[config.mk]
export PLATFORM = sky130hd
export DESIGN_NAME = hi_simulate_fsk
export DESIGN_NICKNAME = d
export VERILOG_FILES = /design/src/rtl/hi_simulate_fsk.sv
export SDC_FILE = /design/constraint.sdc
export NUM_CORES = 1
export LEC_CHECK = 0
export BUFFER_PORTS_ARGS = -buffer_cell sky130_fd_sc_hd__buf_2
export CELL_PAD_IN_SITES_DETAIL_PLACEMENT = 2
export CELL_PAD_IN_SITES_GLOBAL_PLACEMENT = 2
export CORE_ASPECT_RATIO = 0.5
export CORE_UTILIZATION = 41
export CTS_CLUSTER_DIAMETER = 50
export DETAILED_ROUTE_END_ITERATION = 16
export HOLD_SLACK_MARGIN = 0.15
export MAX_ROUTING_LAYER = met4
export PLACE_DENSITY = 0.82
export SYNTH_ARGS = -nofsm -noshare
export SYNTH_HDL_FRONTEND = slang
export SYNTH_SLANG_ARGS = --single-unit
[constraint.sdc]
create_clock -name ck_1356meg -period 4 [get_ports ck_1356meg]
set_clock_uncertainty 0.2 [all_clocks]
set_input_delay 0 -clock ck_1356meg [delete_from_list [all_inputs] [get_ports ck_1356meg]]
set_output_delay 0 -clock ck_1356meg [all_outputs]
set_load 0.05 [all_outputs]
[src/rtl/hi_simulate_fsk.sv]
// ISO15693 tag-side FSK load modulator fed with 2-bit chip codes over SSP.
// Optional build macro HI_SIM_FSK_UNDERRUN_STATUS_EN adds a sticky underrun status on ssp_din.
module hi_simulate_fsk #(
  parameter int SSP_DIV = 32,
  parameter int DIV0    = 32,
  parameter int CYC0    = 8,
  parameter int DIV1    = 28,
  parameter int CYC1    = 9,
  parameter int SIL_LEN = 256
) (
  input  logic ck_1356meg,
  input  logic reset_n,
  input  logic ssp_dout,
  output logic ssp_clk,
  output logic ssp_frame,
  output logic ssp_din,
  output logic pwr_oe1,
  output logic pwr_lo,
  output logic pwr_hi,
  output logic pwr_oe2,
  output logic pwr_oe3,
  output logic pwr_oe4,
  output logic adc_clk
);

  localparam int SSP_W = $clog2(SSP_DIV);
  localparam logic [SSP_W-1:0] SSP_LAST = SSP_W'(SSP_DIV - 1);
  localparam logic [SSP_W-1:0] SSP_HALF = SSP_W'(SSP_DIV / 2);
  localparam logic [4:0] D0_M1  = 5'(DIV0 - 1);
  localparam logic [4:0] D0_H   = 5'(DIV0 / 2);
  localparam logic [4:0] D1_M1  = 5'(DIV1 - 1);
  localparam logic [4:0] D1_H   = 5'(DIV1 / 2);
  localparam logic [3:0] C0_M1  = 4'(CYC0 - 1);
  localparam logic [3:0] C1_M1  = 4'(CYC1 - 1);
  localparam logic [8:0] SIL_M1 = 9'(SIL_LEN - 1);

  typedef enum logic {S_IDLE, S_RUN} state_t;

  logic [SSP_W-1:0] r_sspCnt;
  logic             r_sspClk;
  logic [2:0]       r_bitIdx;
  logic             r_slotReq;
  logic [6:0]       r_rx;
  logic             r_holdValid;
  logic [7:0]       r_hold;

  state_t     r_state, w_stateNext;
  logic [7:0] r_shift, w_shiftNext;
  logic [1:0] r_chipIdx, w_chipIdxNext;
  logic [4:0] r_phase, w_phaseNext;
  logic [3:0] r_cyc, w_cycNext;
  logic [8:0] r_sil, w_silNext;
  logic       r_oe1, w_oe1Next;

  logic [SSP_W-1:0] w_cntNext;
  logic       w_sample, w_capture, w_holdValidNext;
  logic [7:0] w_rxByte, w_loadByte;
  logic       w_load, w_holdClr, w_bypass;
  logic       w_isMod, w_isDiv1, w_chipLast, w_nxtMod;
  logic [4:0] w_divM1, w_nxtHalf;
  logic [3:0] w_cycM1;

  assign w_cntNext = r_sspCnt + 1'b1;
  assign w_sample  = (r_sspCnt == SSP_LAST);
  assign w_capture = w_sample && r_slotReq && (r_bitIdx == 3'd7);
  assign w_rxByte  = {r_rx, ssp_dout};
  assign w_holdValidNext = (w_capture && !w_bypass) || (r_holdValid && !w_holdClr);

  // A slot is framed only if the hold buffer will be empty once this edge settles.
  always_ff @(posedge ck_1356meg or negedge reset_n) begin
    if (!reset_n) begin
      r_sspCnt  <= '0;
      r_sspClk  <= 1'b0;
      r_bitIdx  <= 3'd0;
      r_slotReq <= 1'b0;
      r_rx      <= 7'd0;
    end else begin
      r_sspCnt <= w_cntNext;
      r_sspClk <= (w_cntNext < SSP_HALF);
      if (w_sample) begin
        r_bitIdx <= r_bitIdx + 3'd1;
        if (r_slotReq) r_rx <= {r_rx[5:0], ssp_dout};
        if (r_bitIdx == 3'd7) r_slotReq <= !w_holdValidNext;
      end
    end
  end

  always_ff @(posedge ck_1356meg or negedge reset_n) begin
    if (!reset_n) begin
      r_holdValid <= 1'b0;
      r_hold      <= 8'd0;
    end else begin
      if (w_holdClr) r_holdValid <= 1'b0;
      if (w_capture && !w_bypass) begin
        r_holdValid <= 1'b1;
        r_hold      <= w_rxByte;
      end
    end
  end

  assign w_isMod    = ^r_shift[7:6];
  assign w_isDiv1   = (r_shift[7:6] == 2'b10);
  assign w_divM1    = w_isDiv1 ? D1_M1 : D0_M1;
  assign w_cycM1    = w_isDiv1 ? C1_M1 : C0_M1;
  assign w_chipLast = w_isMod ? ((r_phase == w_divM1) && (r_cyc == w_cycM1))
                              : (r_sil == SIL_M1);

  always_ff @(posedge ck_1356meg or negedge reset_n) begin
    if (!reset_n) begin
      r_state   <= S_IDLE;
      r_shift   <= 8'd0;
      r_chipIdx <= 2'd0;
      r_phase   <= 5'd0;
      r_cyc     <= 4'd0;
      r_sil     <= 9'd0;
      r_oe1     <= 1'b0;
    end else begin
      r_state   <= w_stateNext;
      r_shift   <= w_shiftNext;
      r_chipIdx <= w_chipIdxNext;
      r_phase   <= w_phaseNext;
      r_cyc     <= w_cycNext;
      r_sil     <= w_silNext;
      r_oe1     <= w_oe1Next;
    end
  end

  // At the end of the last chip, a capture landing on the same edge bypasses the hold buffer.
  always_comb begin
    w_stateNext   = r_state;
    w_shiftNext   = r_shift;
    w_chipIdxNext = r_chipIdx;
    w_phaseNext   = r_phase;
    w_cycNext     = r_cyc;
    w_silNext     = r_sil;
    w_load        = 1'b0;
    w_loadByte    = r_hold;
    w_holdClr     = 1'b0;
    w_bypass      = 1'b0;
    case (r_state)
      S_IDLE: begin
        if (r_holdValid) begin
          w_load      = 1'b1;
          w_holdClr   = 1'b1;
          w_stateNext = S_RUN;
        end
      end
      S_RUN: begin
        if (w_chipLast) begin
          w_phaseNext = 5'd0;
          w_cycNext   = 4'd0;
          w_silNext   = 9'd0;
          if (r_chipIdx != 2'd3) begin
            w_chipIdxNext = r_chipIdx + 2'd1;
            w_shiftNext   = {r_shift[5:0], 2'b00};
          end else if (r_holdValid) begin
            w_load    = 1'b1;
            w_holdClr = 1'b1;
          end else if (w_capture) begin
            w_load     = 1'b1;
            w_bypass   = 1'b1;
            w_loadByte = w_rxByte;
          end else begin
            w_stateNext = S_IDLE;
          end
        end else if (!w_isMod) begin
          w_silNext = r_sil + 9'd1;
        end else if (r_phase == w_divM1) begin
          w_phaseNext = 5'd0;
          w_cycNext   = r_cyc + 4'd1;
        end else begin
          w_phaseNext = r_phase + 5'd1;
        end
      end
      default: w_stateNext = S_IDLE;
    endcase
    if (w_load) begin
      w_shiftNext   = w_loadByte;
      w_chipIdxNext = 2'd0;
      w_phaseNext   = 5'd0;
      w_cycNext     = 4'd0;
      w_silNext     = 9'd0;
    end
  end

  assign w_nxtMod  = ^w_shiftNext[7:6];
  assign w_nxtHalf = (w_shiftNext[7:6] == 2'b10) ? D1_H : D0_H;
  assign w_oe1Next = (w_stateNext == S_RUN) && w_nxtMod && (w_phaseNext < w_nxtHalf);

`ifdef HI_SIM_FSK_UNDERRUN_STATUS_EN
  logic r_underrun, r_dinSlot;
  logic w_underrun, w_slotEnd, w_flagClr, w_flagNext;

  assign w_underrun = (r_state == S_RUN) && (w_stateNext == S_IDLE);
  assign w_slotEnd  = w_sample && (r_bitIdx == 3'd7);
  assign w_flagClr  = w_slotEnd && r_dinSlot;
  assign w_flagNext = w_underrun || (r_underrun && !w_flagClr);

  // The flag is frozen into r_dinSlot at slot start so the ARM sees a stable bit all slot long.
  always_ff @(posedge ck_1356meg or negedge reset_n) begin
    if (!reset_n) begin
      r_underrun <= 1'b0;
      r_dinSlot  <= 1'b0;
    end else begin
      r_underrun <= w_flagNext;
      if (w_slotEnd) r_dinSlot <= w_flagNext && !w_holdValidNext;
    end
  end

  assign ssp_din = r_dinSlot;
`else
  assign ssp_din = 1'b0;
`endif

  assign ssp_clk   = r_sspClk;
  assign ssp_frame = r_slotReq && (r_bitIdx == 3'd0);
  assign pwr_oe1   = r_oe1;
  assign pwr_lo    = 1'b0;
  assign pwr_hi    = 1'b0;
  assign pwr_oe2   = 1'b0;
  assign pwr_oe3   = 1'b0;
  assign pwr_oe4   = 1'b0;
  assign adc_clk   = 1'b0;

endmodule
==> results of run 1 <==
[what timing repair did]
item,4_1_cts,5_1_grt
setup endpoints to repair,0,1
buffers inserted,0,0
hold buffers,3,0
hold endpoints to repair,59,0
gates resized for setup,0,4
[cell families after synthesis]
family,after synthesis
buffers and inverters,30
xor gates and xnor gates,5
and+or+nand+nor,67
muxes,38
AOI/OAI and AO/OA,59
DFF,56
adders and majority gates,15
other,1
[sequential cells by signal, summed over array words and instances (netlist names), 2 cells and up]
register   count
r_sspCnt       5
r_chipIdx      2
r_phase        5
r_bitIdx       3
r_hold         8
r_rx           7
r_cyc          4
r_sil          9
r_shift        8
[power by group]
group	switching [mW]	total, mW	internal [mW]	leakage, nW
Combinational	0.0269	0.0307	0.00374	0.752
Sequential	0.000624	0.567	0.566	0.761
Clock	0.208	0.442	0.234	0.0671
[synthesized netlist by cell type, types with 3 or more instances]
cell,count
o31ai_1,5
a21oi_1,9
and3_1,5
nor2b_1,3
or3_1,4
mux2i_1,21
a21o_1,3
mux2_2,9
buf_6,3
nand2_1,17
nor3_1,3
mux2_4,8
buf_4,7
o21ai_0,22
buf_2,3
dfrtp_1,56
inv_1,15
nand4_1,5
nand3_1,8
xor2_1,3
nor2_1,8
ha_1,15
a22o_1,3
nand2b_1,3
[through the flow]
| step | hold slack [ns] | total power, mW | TNS, ns |
|---|---|---|---|
| finish | 0.176 | 1.04 | 0 |
| global route | 0.245 | 1.08 | -0.0407 |
| CTS | 0.210 | 1.05 | 0 |
| detailed placement | -0.291 | 0.607 | 0 |
| global placement | -0.292 | 0.606 | 0 |
| floorplan | -0.496 | 0.598 | 0 |
[metal layers]
layer  share of wire  up-vias  global-route usage
li1                -      987                   -
met1            0.47     1086               0.290
met2            0.50       26               0.395
met3           0.024        8              0.0502
met4           0.013        0              0.0473
met5               0        -                   -
[worst reg2reg max path: cells and delay by family (launching register included)]
family / cells / cell delay [ns]
mux: 2 / 0.49
fa+ha+maj: 4 / 1.01
compound gates: 3 / 0.89
flops: 1 / 0.38
simple gates: 3 / 0.84
[final cells by class]
type                       instances  area (µm²)
clock buffer                       6         129
tap                               92         115
multi-input combinational        191        1470
clock inverter                     2        16.3
timing repair buffer              14         100
fill                             692        3570
sequential                        56        1400
inverter                          15        56.3
[path summary, 6_finish.rpt]
kind / to / from / slack (ns)
worst max-delay path: pwr_oe1 / r_sspCnt[0] / 0.12
worst min-delay path: r_shift[6] / reset_n / 0.18
worst max register to register: pwr_oe1 / r_sspCnt[0] / 0.12
worst min register to register: r_sspCnt[0] / r_sspCnt[0] / 0.26
max in group asynchronous: r_cyc[2] / reset_n / 2.61
min in group ck_1356meg: r_sspCnt[0] / r_sspCnt[0] / 0.26
==> results.json, run 1 <==
{
  "outcome": "finished, final reports clean",
  "ios": 13,
  "setup_slack_ns": 0.117,
  "path_buf_inv": 0,
  "cts_tree": "built",
  "grt_pass1_wl_um": 13000,
  "clk_pin_slew_ns": 0.07,
  "final_core_util": 0.480,
  "crit_type": "flip-flop to flip-flop",
  "synthAdderAreaFrac": 0.0628,
  "synth-compound-area-share": 0.133,
  "initial_core_util": 0.436,
  "grt_max_degree": 45,
  "reg2regPathDepth": 12,
  "path_cells": "ha_1, and3_1, ha_2, nand4_1, nor4_2, a21oi_2, mux2i_1, mux2_2, ha_1, ha_1, a2111oi_0, o211a_1",
  "synth_edf_count": 0,
  "worst_slew_pin_slew_ns": 1.09,
  "grt_overflow": 0,
  "avgSynthCellArea_um2": 11.0,
  "synth.area.mux_share": 0.144,
  "final_common_cell": "dfrtp_1",
  "grt_pass1_vias": 2401,
  "cts_root_buf": "clkbuf_16",
  "wl_um": 7730,
  "setup_viol": 0,
  "hold_class": "input pin to async pin",
  "num_vias": 2107,
  "cts.sinks": 56,
  "drive_above_1_share": 0.155,
  "drc": 0,
  "crit_fanout": 8,
  "die_height_um": 62.4,
  "fin_crit_sh": 0.971,
  "synth_top_area_share": 0.469,
  "cts_buffers": 5,
  "diodes": 0,
  "synth_flop_cell": "dfrtp_1",
  "startpoint_type": "flip-flop",
  "synth.distinct_cells": 48,
  "ys_seq_area_frac": 0.469,
  "area_delta_synth_final_pct": 10.0,
  "power_leakage_nw": 1.58,
  "power.density_nw_per_um2": 316,
  "synth-simple-area-share": 0.121,
  "place_ws_ns": 0.179,
  "syn_inst": 271,
  "grt_use_total": 0.234,
  "slew_headroom": 0.274,
  "crit_path_frequent_cell": "ha_1",
  "rows": 21,
  "synth_top_area_cell": "dfrtp_1",
  "clock_path_buffers": 2,
  "irDropWorstVdd_v": 0.000197,
  "finalCriticalPeriod_ns": 3.88,
  "max_stage_delay_ns": 0.48,
  "final_cell_mix": "dfrtp_1 (56), o21ai_0 (22), mux2i_1 (21)",
  "synth_area_leaders": "dfrtp_1 (47%), mux2i_1 (7.0%), ha_1 (6.3%), mux2_4 (4.0%), o21ai_0 (3.7%)",
  "final_max_slew_viol_count": 0,
  "synthesis.area_um2": 2990,
  "coreArea_um2": 6860,
  "io_buffers": 5,
  "insertion_delay_ns": 0.30,
  "die_x_um": 123,
  "wl_per_cell_um": 20.6,
  "worst_ep_arrival_time_ns": 3.92,
  "synthXorXnorAreaFrac": 0.0146,
  "cpLargestDelayFamily": "adder cells",
  "grt_antenna_before_repair": 0,
  "critPathRequiredTime_ns": 4.03,
  "hpwlAfterDp_um": 5450,
  "fmax_mhz": 258,
  "stdcell_area_um2": 3290,
  "async_flop_share": 1.00,
  "fin_cells": 376,
  "ys_ff_latch": 56,
  "cap_violations": 0,
  "routed_via_density": 5.60,
  "dpl_cell_area_um2": 3090,
  "gp_congestion": 0.807,
  "hold_viol_final": 0,
  "critPathCaptureType": "flip-flop",
  "first_pass_iters": 4,
  "design.die.area_um2": 7660,
  "cp.depth": 12,
  "dp_cells": 365,
  "finalNetCount": 301,
  "critPathSlowestCell": "a2111oi_0",
  "ant_nets": 0,
  "yosysWarnings": 0,
  "drtIter0Drc": 127,
  "synth_top_family_by_area": "multiplexers",
  "h-tree-depth": 2
}
Note: power is estimated with default switching activity, not from simulation.
==> run 2, diff against run 1 <==
- ABC_AREA: unset -> 1
- CORE_UTILIZATION: 41 -> 34
- PLACE_DENSITY: 0.82 -> 0.79
- clock period: 4 -> 3.4 ns (I/O delays scaled with it)
==> run 2 against run 1 <==
Global-route usage decreased by 4.5 points. Cell count is 26% higher. Sequential power up 17%. Power increased by 26%. Critical path type unchanged. Critical endpoint unchanged. Highest routed layer unchanged.
==> results.json, run 2 <==
{
  "outcome": "finished, final reports clean",
  "yosysWarnings": 0,
  "synth_edf_count": 0,
  "fin_crit_sh": 0.962,
  "syn_inst": 344,
  "ys_ff_latch": 56,
  "grt_max_degree": 37,
  "grt_antenna_before_repair": 0,
  "rrSetupSlack_ns": 0.13,
  "grt_pass1_vias": 2619,
  "reg2reg_from": "r_sil[0]",
  "area_delta_synth_final_pct": 13.7,
  "setup_viol": 0,
  "synth.distinct_cells": 34,
  "grt_use_total": 0.189,
  "final_common_cell": "nand2_1",
  "finalNetCount": 377,
  "final_max_slew_viol_count": 0,
  "hold_class": "input pin to async pin",
  "max_stage_delay_ns": 0.40,
  "insertion_delay_ns": 0.30,
  "worst_slew_pin_slew_ns": 0.853,
  "irDropWorstVdd_v": 0.000160,
  "largest_reg_flops": 9,
  "fmax_mhz": 306,
  "gp_congestion": 0.767,
  "critPathCaptureType": "flip-flop",
  "dpl_cell_area_um2": 3080,
  "initial_core_util": 0.360,
  "grt_overflow": 0,
  "async_flop_share": 1.00,
  "synth_top_area_share": 0.475,
  "cts_tree": "built",
  "synthesis.area_um2": 2950,
  "routed_via_density": 5.03,
  "cts_buffers": 5,
  "stdcell_area_um2": 3360,
  "die_x_um": 134,
  "finalCriticalPeriod_ns": 3.27,
  "synth_top_area_cell": "dfrtp_1",
  "slew_headroom": 0.431,
  "dp_cells": 460,
  "power_leakage_nw": 1.58,
  "reg_top3": "r_sil: 9 flops, r_hold: 8 flops, r_shift: 8 flops",
  "drtIter0Drc": 67,
  "regMostFlops": "r_sil",
  "clock_path_buffers": 2,
  "design.die.area_um2": 9080,
  "crit_fanout": 17,
  "num_vias": 2376,
  "h-tree-depth": 2,
  "reg2reg_to": "pwr_oe1",
  "crit_type": "flip-flop to flip-flop",
  "cts_root_buf": "clkbuf_16",
  "die_height_um": 67.9,
  "ys_seq_area_frac": 0.475,
  "reg2regPathDepth": 19,
  "io_buffers": 5,
  "fin_cells": 472,
  "cts.sinks": 56,
  "ant_nets": 0,
  "grt_pass1_wl_um": 12700,
  "cap_violations": 0,
  "hpwlAfterDp_um": 5560,
  "final_cell_mix": "nand2_1 (73), dfrtp_1 (56), inv_1 (41)",
  "crit_path_frequent_cell": "nand3_1",
  "synth_area_leaders": "dfrtp_1 (47%), nand2_1 (9.4%), ha_1 (6.4%), inv_1 (5.3%), o21ai_0 (4.4%)",
  "setup_tns_ns": 0,
  "fillCellCount": 924,
  "coreArea_um2": 8200,
  "wl_um": 7910,
  "synth_flop_cell": "dfrtp_1",
  "final_core_util": 0.409,
  "endpoint": "pwr_oe1",
  "drive_above_1_share": 0.147,
  "avgSynthCellArea_um2": 8.58,
  "synth_most_common_cell": "nand2_1",
  "critPathSlowestCell": "dfrtp_1",
  "startpoint_type": "flip-flop",
  "clk_pin_slew_ns": 0.08,
  "rows": 23,
  "path_cells": "ha_2, nand3_1, nor2_2, nand3_1, nor2_1, ha_1, or2_4, nand2_4, nor2_8, nand2_8, o21ai_2, inv_1, o21ai_2, inv_1, ha_2, ha_1, nand2_1, nand3_1, a21oi_2",
  "ios": 13,
  "drc": 0,
  "wl_per_cell_um": 16.8,
  "startpoint": "r_sil[0]",
  "critPathRequiredTime_ns": 3.43,
  "worst_ep_arrival_time_ns": 3.30,
  "first_pass_iters": 4,
  "hold_viol_final": 0,
  "ys_top_cells_by_count": "nand2_1 (74), dfrtp_1 (56), inv_1 (42)",
  "diodes": 0,
  "power.density_nw_per_um2": 390
}
run 2: routing by layer:
metal / global-route usage / wire (µm) / vias up
li1: - / - / 1133
met1: 0.212 / 3660 / 1200
met2: 0.357 / 3920 / 25
met3: 0.0378 / 183 / 18
met4: 0.0426 / 149 / 0
met5: - / 0 / -
run 2: logic make-up (layout without fill, tap and decap cells):
group	count (synthesis)	after routing	share of synthesized area
muxes	1	1	0.00381
buffers and inverters	58	68	0.0919
adders and majority gates	15	15	0.0636
and+or+nand+nor	137	137	0.215
other	1	7	0.00127
xor gates and xnor gates	9	9	0.0267
DFF	56	56	0.475
AOI/OAI and AO/OA	67	67	0.123
run 2: stage by stage:
| stage | worst slack, ns | power [mW] | hold WS (ns) |
|---|---|---|---|
| after detailed placement | -0.0153 | 0.713 | -0.0449 |
| after CTS | 0.0207 | 1.32 | 0.179 |
| after floorplan | 0.475 | 0.702 | -0.496 |
| after global placement | 0.271 | 0.712 | -0.0585 |
| after global routing | -0.101 | 1.35 | 0.244 |
| final | 0.129 | 1.31 | 0.146 |
run 2: critical path, delay by kind of cell (launching register included):
kind,cells,cell delay (ns)
buffers and inverters,2,0.13
flip-flops,1,0.40
AO/OA/AOI/OAI,3,0.40
adder cells (fa/ha/maj),4,0.85
AND/OR/NAND/NOR,10,1.21
run 2: where the power goes:
part	switching, mW	internal [mW]
Sequential	0	0.665
Combinational	0.0314	0.00312
Clock	0.256	0.352
run 2: area by class of cell:
| type | count | area [µm²] | area share |
|---|---|---|---|
| multi-input cells | 236 | 1370 | 0.407 |
| repair buffers | 15 | 109 | 0.0324 |
| well taps | 112 | 140 | 0.0417 |
| flip-flops and latches | 56 | 1400 | 0.417 |
| inverters | 45 | 171 | 0.0511 |
| clock buffers | 6 | 129 | 0.0384 |
| clock inverters | 2 | 38.8 | 0.0116 |
run 2: worst min path at each step:
stage | startpoint | endpoint | slack [ns]
detailed placement | reset_n | r_sspCnt[0] | -0.04
CTS | reset_n | r_sspCnt[0] | 0.18
global route | reset_n | r_sspCnt[0] | 0.24
finish | reset_n | r_phase[1] | 0.15
global placement | reset_n | r_sspCnt[0] | -0.06
floorplan | reset_n | pwr_oe1 | -0.50
run 2: what timing repair did:
item / CTS / global route
pin swaps: 0 / 2
endpoints found under the hold margin: 38 / 0
resized for setup: 3 / 16
endpoints found under the setup margin: 1 / 1
buffers inserted: 0 / 2
hold buffers: 2 / 0
